===== src/rtl/pwm_fade_pkg.sv =====
// pwm_fade_pkg: shared state encoding, register map and reset defaults for pwm_fade_ctrl.
package pwm_fade_pkg;
  typedef enum logic [2:0] {
    S_IDLE,
    S_UP,
    S_HOLD_HI,
    S_DOWN,
    S_HOLD_LO
  } state_e;
  localparam logic [2:0] REG_CTRL = 3'd0;
  localparam logic [2:0] REG_DIV  = 3'd1;
  localparam logic [2:0] REG_LO   = 3'd2;
  localparam logic [2:0] REG_HI   = 3'd3;
  localparam logic [2:0] REG_STEP = 3'd4;
  localparam logic [2:0] REG_HOLD = 3'd5;
  localparam int CTRL_START = 0;
  localparam int CTRL_LOOP  = 1;
  localparam int CTRL_STOP  = 2;
  localparam int DEF_DIV  = 0;
  localparam int DEF_LO   = 0;
  localparam int DEF_STEP = 1;
  localparam int DEF_HOLD = 0;
  localparam logic DEF_LOOP = 1'b0;
endpackage


===== src/rtl/pwm_fade_tick.sv =====
// pwm_fade_tick: step-rate prescaler; tick fires when the count equals div, period div+1.
module pwm_fade_tick #(
  parameter int DIV_WIDTH = 16
) (
  input  logic                 clk,
  input  logic                 rst_n,
  input  logic                 clr,
  input  logic [DIV_WIDTH-1:0] div,
  output logic                 tick
);
  logic [DIV_WIDTH-1:0] cnt_q, cnt_d;
  assign tick = cnt_q == div;
  always_comb cnt_d = (clr || tick) ? '0 : cnt_q + 1'b1;
  always_ff @(posedge clk or negedge rst_n)
    if (!rst_n) cnt_q <= '0;
    else cnt_q <= cnt_d;
endmodule


===== src/rtl/pwm_fade_ctrl.sv =====
// pwm_fade_ctrl: bus-configured LO/HI breathing sequencer writing duty into a pwm block.
// Define PWM_FADE_GAMMA_EN to square-law correct the duty sent to the pwm block.
module pwm_fade_ctrl
  import pwm_fade_pkg::*;
#(
  parameter int WIDTH      = 12,
  parameter int DIV_WIDTH  = 16,
  parameter int HOLD_WIDTH = 8
) (
  input  logic        clk,
  input  logic        rst_n,
  input  logic        sel,
  input  logic        wstrb,
  input  logic [2:0]  addr,
  input  logic [31:0] wdata,
  output logic        pwm_sel,
  output logic        pwm_wstrb,
  output logic [31:0] pwm_wdata,
  output logic        busy,
  output logic        done
);
  logic [DIV_WIDTH-1:0]  div_q, div_d, s_div_q, s_div_d;
  logic [WIDTH-1:0]      lo_q, lo_d, s_lo_q, s_lo_d;
  logic [WIDTH-1:0]      hi_q, hi_d, s_hi_q, s_hi_d;
  logic [WIDTH-1:0]      step_q, step_d, s_step_q, s_step_d;
  logic [HOLD_WIDTH-1:0] hold_q, hold_d, s_hold_q, s_hold_d;
  logic                  loop_q, loop_d, s_loop_q, s_loop_d;
  state_e                state_q, state_d;
  logic [WIDTH-1:0]      duty_q, duty_d, wdata_q, wdata_d, corr;
  logic [HOLD_WIDTH-1:0] hcnt_q, hcnt_d;
  logic                  strobe_q, strobe_d, done_q, done_d;
  logic                  wr, ctrl_wr, stop, start, tick, hold_last, unused_wdata;
  logic [WIDTH:0]        up_nxt, lo_plus;
  state_e                exit_st;
  assign wr           = sel && wstrb;
  assign ctrl_wr      = wr && addr == REG_CTRL;
  assign stop         = ctrl_wr && wdata[CTRL_STOP];
  assign start        = ctrl_wr && wdata[CTRL_START] && !stop && state_q == S_IDLE;
  assign unused_wdata = ^wdata;
  pwm_fade_tick #(.DIV_WIDTH(DIV_WIDTH)) u_tick (
    .clk  (clk),
    .rst_n(rst_n),
    .clr  (start),
    .div  (s_div_q),
    .tick (tick)
  );
  // live config registers; shadows snapshot them at START so a running ramp is unaffected
  always_comb begin
    div_d    = (wr && addr == REG_DIV)  ? wdata[DIV_WIDTH-1:0]  : div_q;
    lo_d     = (wr && addr == REG_LO)   ? wdata[WIDTH-1:0]      : lo_q;
    hi_d     = (wr && addr == REG_HI)   ? wdata[WIDTH-1:0]      : hi_q;
    step_d   = (wr && addr == REG_STEP) ? wdata[WIDTH-1:0]      : step_q;
    hold_d   = (wr && addr == REG_HOLD) ? wdata[HOLD_WIDTH-1:0] : hold_q;
    loop_d   = ctrl_wr ? wdata[CTRL_LOOP] : loop_q;
    s_div_d  = start ? div_d  : s_div_q;
    s_lo_d   = start ? lo_d   : s_lo_q;
    s_hi_d   = start ? hi_d   : s_hi_q;
    s_step_d = start ? ((step_d == '0) ? WIDTH'(1) : step_d) : s_step_q;
    s_hold_d = start ? hold_d : s_hold_q;
    s_loop_d = start ? loop_d : s_loop_q;
  end
  assign up_nxt    = {1'b0, duty_q} + {1'b0, s_step_q};
  assign lo_plus   = {1'b0, s_lo_q} + {1'b0, s_step_q};
  assign hold_last = hcnt_q == s_hold_q - 1'b1;
  assign exit_st   = s_loop_q ? S_UP : S_IDLE;
  always_ff @(posedge clk or negedge rst_n)
    if (!rst_n) begin
      div_q    <= DIV_WIDTH'(DEF_DIV);
      lo_q     <= WIDTH'(DEF_LO);
      hi_q     <= '1;
      step_q   <= WIDTH'(DEF_STEP);
      hold_q   <= HOLD_WIDTH'(DEF_HOLD);
      loop_q   <= DEF_LOOP;
      s_div_q  <= DIV_WIDTH'(DEF_DIV);
      s_lo_q   <= WIDTH'(DEF_LO);
      s_hi_q   <= '1;
      s_step_q <= WIDTH'(DEF_STEP);
      s_hold_q <= HOLD_WIDTH'(DEF_HOLD);
      s_loop_q <= DEF_LOOP;
      state_q  <= S_IDLE;
      duty_q   <= '0;
      hcnt_q   <= '0;
      strobe_q <= 1'b0;
      wdata_q  <= '0;
      done_q   <= 1'b0;
    end else begin
      div_q    <= div_d;
      lo_q     <= lo_d;
      hi_q     <= hi_d;
      step_q   <= step_d;
      hold_q   <= hold_d;
      loop_q   <= loop_d;
      s_div_q  <= s_div_d;
      s_lo_q   <= s_lo_d;
      s_hi_q   <= s_hi_d;
      s_step_q <= s_step_d;
      s_hold_q <= s_hold_d;
      s_loop_q <= s_loop_d;
      state_q  <= state_d;
      duty_q   <= duty_d;
      hcnt_q   <= hcnt_d;
      strobe_q <= strobe_d;
      wdata_q  <= wdata_d;
      done_q   <= done_d;
    end
  always_comb begin
    state_d = state_q;
    duty_d  = duty_q;
    hcnt_d  = hcnt_q;
    if (stop) begin
      state_d = S_IDLE;
      duty_d  = '0;
    end else if (start) begin
      state_d = (lo_d < hi_d) ? S_UP : S_IDLE;
      duty_d  = lo_d;
      hcnt_d  = '0;
    end else if (tick) begin
      case (state_q)
        S_UP: begin
          duty_d  = (up_nxt >= {1'b0, s_hi_q}) ? s_hi_q : up_nxt[WIDTH-1:0];
          state_d = (up_nxt < {1'b0, s_hi_q}) ? S_UP : (s_hold_q == '0) ? S_DOWN : S_HOLD_HI;
          hcnt_d  = '0;
        end
        S_HOLD_HI: begin
          hcnt_d  = hold_last ? '0 : hcnt_q + 1'b1;
          state_d = hold_last ? S_DOWN : S_HOLD_HI;
        end
        S_DOWN: begin
          duty_d  = ({1'b0, duty_q} <= lo_plus) ? s_lo_q : duty_q - s_step_q;
          state_d = ({1'b0, duty_q} > lo_plus) ? S_DOWN : (s_hold_q == '0) ? exit_st : S_HOLD_LO;
          hcnt_d  = '0;
        end
        S_HOLD_LO: begin
          hcnt_d  = hold_last ? '0 : hcnt_q + 1'b1;
          state_d = hold_last ? exit_st : S_HOLD_LO;
        end
        default: state_d = S_IDLE;
      endcase
    end
  end
`ifdef PWM_FADE_GAMMA_EN
  logic [2*WIDTH-1:0] sq;
  assign sq   = {{WIDTH{1'b0}}, duty_d} * {{WIDTH{1'b0}}, duty_d};
  assign corr = sq[2*WIDTH-1:WIDTH];
`else
  assign corr = duty_d;
`endif
  // the strobe carries the duty being entered, so the pwm sees it one cycle after the tick
  always_comb begin
    strobe_d = stop || start || (tick && (state_q == S_UP || state_q == S_DOWN));
    wdata_d  = strobe_d ? corr : wdata_q;
    done_d   = !stop && state_d == S_IDLE && (start || state_q != S_IDLE);
  end
  assign pwm_sel   = strobe_q;
  assign pwm_wstrb = strobe_q;
  assign pwm_wdata = {{(32-WIDTH){1'b0}}, wdata_q};
  assign busy      = state_q != S_IDLE;
  assign done      = done_q;
endmodule

===== config.mk =====
export PLATFORM = sky130hd
export DESIGN_NAME = pwm_fade_ctrl
export DESIGN_NICKNAME = d
export VERILOG_FILES = /design/src/rtl/pwm_fade_pkg.sv /design/src/rtl/pwm_fade_tick.sv /design/src/rtl/pwm_fade_ctrl.sv
export SDC_FILE = /design/constraint.sdc
export NUM_CORES = 1
export LEC_CHECK = 0
export CORE_MARGIN = 4
export CORE_UTILIZATION = 53
export CTS_BUF_LIST = sky130_fd_sc_hd__clkbuf_8
export DETAILED_ROUTE_END_ITERATION = 8
export PLACE_DENSITY = 0.73
export SYNTH_ARGS = -nofsm -noshare
export SYNTH_HDL_FRONTEND = slang
export SYNTH_SLANG_ARGS = --single-unit

===== constraint.sdc =====
create_clock -name clk -period 4.6 [get_ports clk]
set_input_delay 1.38 -clock clk [delete_from_list [all_inputs] [get_ports clk]]
set_output_delay 1.38 -clock clk [all_outputs]
set_load 0.01 [all_outputs]

==> impl_metrics.toml <==
[synthesis]
ys_seq_area_share_pct = 41.5
synth_area_leaders = "dfrtp_1, ha_1, dfstp_2, nand2_1, mux2_2"
syn_area_um2 = 10600
synth_edf_count = 0
ys_warn_count = 0
ys_ff_latch = 175
synth_ff_type = "dfrtp_1"
syn_inst = 1113
syn_avg_cell_area_um2 = 9.56
yosys-top-cells-count = "dfrtp_1, nand2_1, nor2_1"
synth_top_cell_area_share_pct = 35.1
synth_area_leader_cell = "dfrtp_1"
synthArstFlopShare_pct = 100
yosysUniqueCellTypes = 80
yosysMostFrequentCell = "dfrtp_1"

[critical_path]
r2r-end = "wdata_q[5]"
worstPathRequired_ns = 4.96
r2r_cells = 18
regToRegStartpoint = "s_step_q[0]"
crit_type = "register to register"
cp-end-kind = "register"
cp.arrival_ns = 4.78
cp_max_fo = 9
worstSetupStartpointType = "register"
r2r_setup_slack_ns = 0.18

[route]
met3_length_um = 1400
wl_um = 27000
vias = 8404
drt_iter0_markers = 694
wl_per_cell_um = 18.5
route.detailed.drc = 0
dr.max_layer_used = "met4"
wl_met2_um = 12300
vias_per_cell = 5.74
first_pass_iters = 5
wl_met1_um = 12500
ant_nets = 0

[clock_network]
cts_made_buffers = 17
root_buffer = "clkbuf_8"
cts.sinks = 175
cts_hold_buf = 0
clkTransAtPathRegs_ns = 0.10
clock_latency_ns = 0.47
cts_max_level = 4
cts_tree = "yes"
clockBufferDepth = 2

[global_routing]
grt_pass1_wl_um = 43300
grt_pass1_vias = 8143
grt_max_degree = 86
antenna_found_initial = 0
grt_overflow_total = 0
track_usage_pct = 24.9

[worst_hold_path]
min_delay_path_depth = 2
holdCritPathClass = "register to register"
min_from = "s_hi_q[1]"
min_to = "s_hi_q[1]"

[finish]
layout-drive-gt1-share_pct = 17.0
utilization_pct = 61.5
insertedDiodeCount = 0
fin_nets = 1301
stdcell_count = 1463
syn_to_final_growth_pct = 13.3

[sta]
finalSetupViolations = 0
fmax_mhz = 226
holdWs_ns = 0.485
fin_crit_sh_pct = 96.2
fin_crit_ns = 4.42
final_hold_viol_count = 0
timing_worst_slew_pin_value_ns = 0.818
slew_headroom_pct = 45.2
maxSlewViolCount = 0
fin_skew_ns = 0.0163

[die]
die_area_um2 = 22400
io-pin-count = 75
coreArea_um2 = 19600
die_y_um = 150
dieWidth_um = 150
start_util_pct = 54.3
rows = 51

[flow_run]
maxCapViolations = 0

[power_and_ir_drop]
ir_worst_vdd_uv = 240
power_density_nw_per_um2 = 524
p_leak_nw = 5.65

[placement]
gp_congestion = 0.919
dp_cells = 1429
hpwl_um = 20300
numPortBuffers = 38

[status]
status = "complete, no violations"
## cells in the final DEF (no fill, tap or decap), types with 21 or more instances in the layout
cell | Yosys | final
dfrtp_1 | 149 | 149
nand2_1 | 139 | 139
nor2_1 | 77 | 76
ha_1 | 74 | 74
buf_4 | 23 | 64
inv_1 | 62 | 62
o21ai_0 | 62 | 62
a21oi_1 | 60 | 58
mux2_2 | 43 | 43
xnor2_1 | 39 | 39
clkdlybuf4s50_1 | 0 | 37
mux2i_1 | 30 | 30
dfstp_2 | 26 | 26
xor2_1 | 21 | 21
## worst max-delay path, cell delays in order, from the launching register on
cell and delay [ns]:
dfstp_2 0.58, ha_1 0.18, inv_1 0.06, fa_1 0.42, or2_1 0.29, nor2b_1 0.17, o2111ai_2 0.27, a41oi_2 0.17
xnor2_1 0.18, ha_1 0.30, nand3_1 0.13, nor3_2 0.22, o21ai_0 0.18, and3_4 0.23, and2_2 0.23, buf_4 0.17
a21oi_1 0.24, o221a_2 0.25, a21oi_1 0.04
## area by class of cell
class	instances	area (um^2)
Fill cell	1638	7540
Multi-Input combinational cell	824	5730
Sequential cell	175	4410
Timing Repair Buffer	104	902
Tap cell	265	332
Clock buffer	18	248
Inverter	63	236
Clock inverter	14	195
## registers in the layout (all words and copies together) (netlist names), 3 cells and up
signal / count
div_q: 16
duty_q: 12
hcnt_q: 8
hi_q: 12
hold_q: 8
lo_q: 12
s_div_q: 16
s_hi_q: 12
s_hold_q: 8
s_lo_q: 12
s_step_q: 12
state_q: 3
step_q: 12
u_tick.cnt_q: 16
wdata_q: 12
## metrics by stage
step,area (um^2),setup TNS (ns),worst slack [ns],total power [W]
floorplan,10700,0,0.352,0.00419
global placement,11500,-0.139,-0.139,0.00494
detailed placement,11500,-0.252,-0.250,0.00503
CTS,12000,0,0.0187,0.00624
global route,12100,-0.00483,-0.00483,0.00678
finish,12100,0,0.177,0.00632
## per-layer routing
metal,global-route usage (%),vias to the layer above
li1,-,3983
met4,8.28,0
met1,35.9,4104
met3,4.03,45
met2,38.5,272
met5,0,-
## logic make-up (layout without fill, tap and decap cells)
kind of cell               after synthesis  count (layout)  synth area share [%]
adders and majority gates               77              77                  9.27
xor gates and xnor gates                62              62                  5.25
other                                    1              20                0.0353
DFF                                    175             175                  41.5
muxes                                   73              73                  7.38
and+or+nand+nor                        359             359                  16.3
AOI/OAI and AO/OA                      233             233                  14.4
buffers and inverters                  133             199                  5.86
## worst max-delay path by stage
stage / from / end / cells after the start
2_1_floorplan: addr[1] / done / 13
3_3_place_gp: sel / done / 17
3_5_place_dp: sel / done / 17
4_1_cts: s_step_q[0] / wdata_q[5] / 18
5_1_grt: s_step_q[0] / done / 19
6_report: s_step_q[0] / wdata_q[5] / 18
## power by group
group	internal (W)	switching [W]	total (W)
clock	0.000572	0.000621	0.00119
combinational	0.00132	0.00163	0.00295
sequential	0.00190	0.000276	0.00217
## what timing repair did
action | in CTS | in global routing
gates resized for setup | 1 | 11
pin swaps | 0 | 2
setup endpoints to repair | 8 | 25
cloned | 0 | 0
setup buffers | 0 | 2
(Power assumes the default switching activity.)
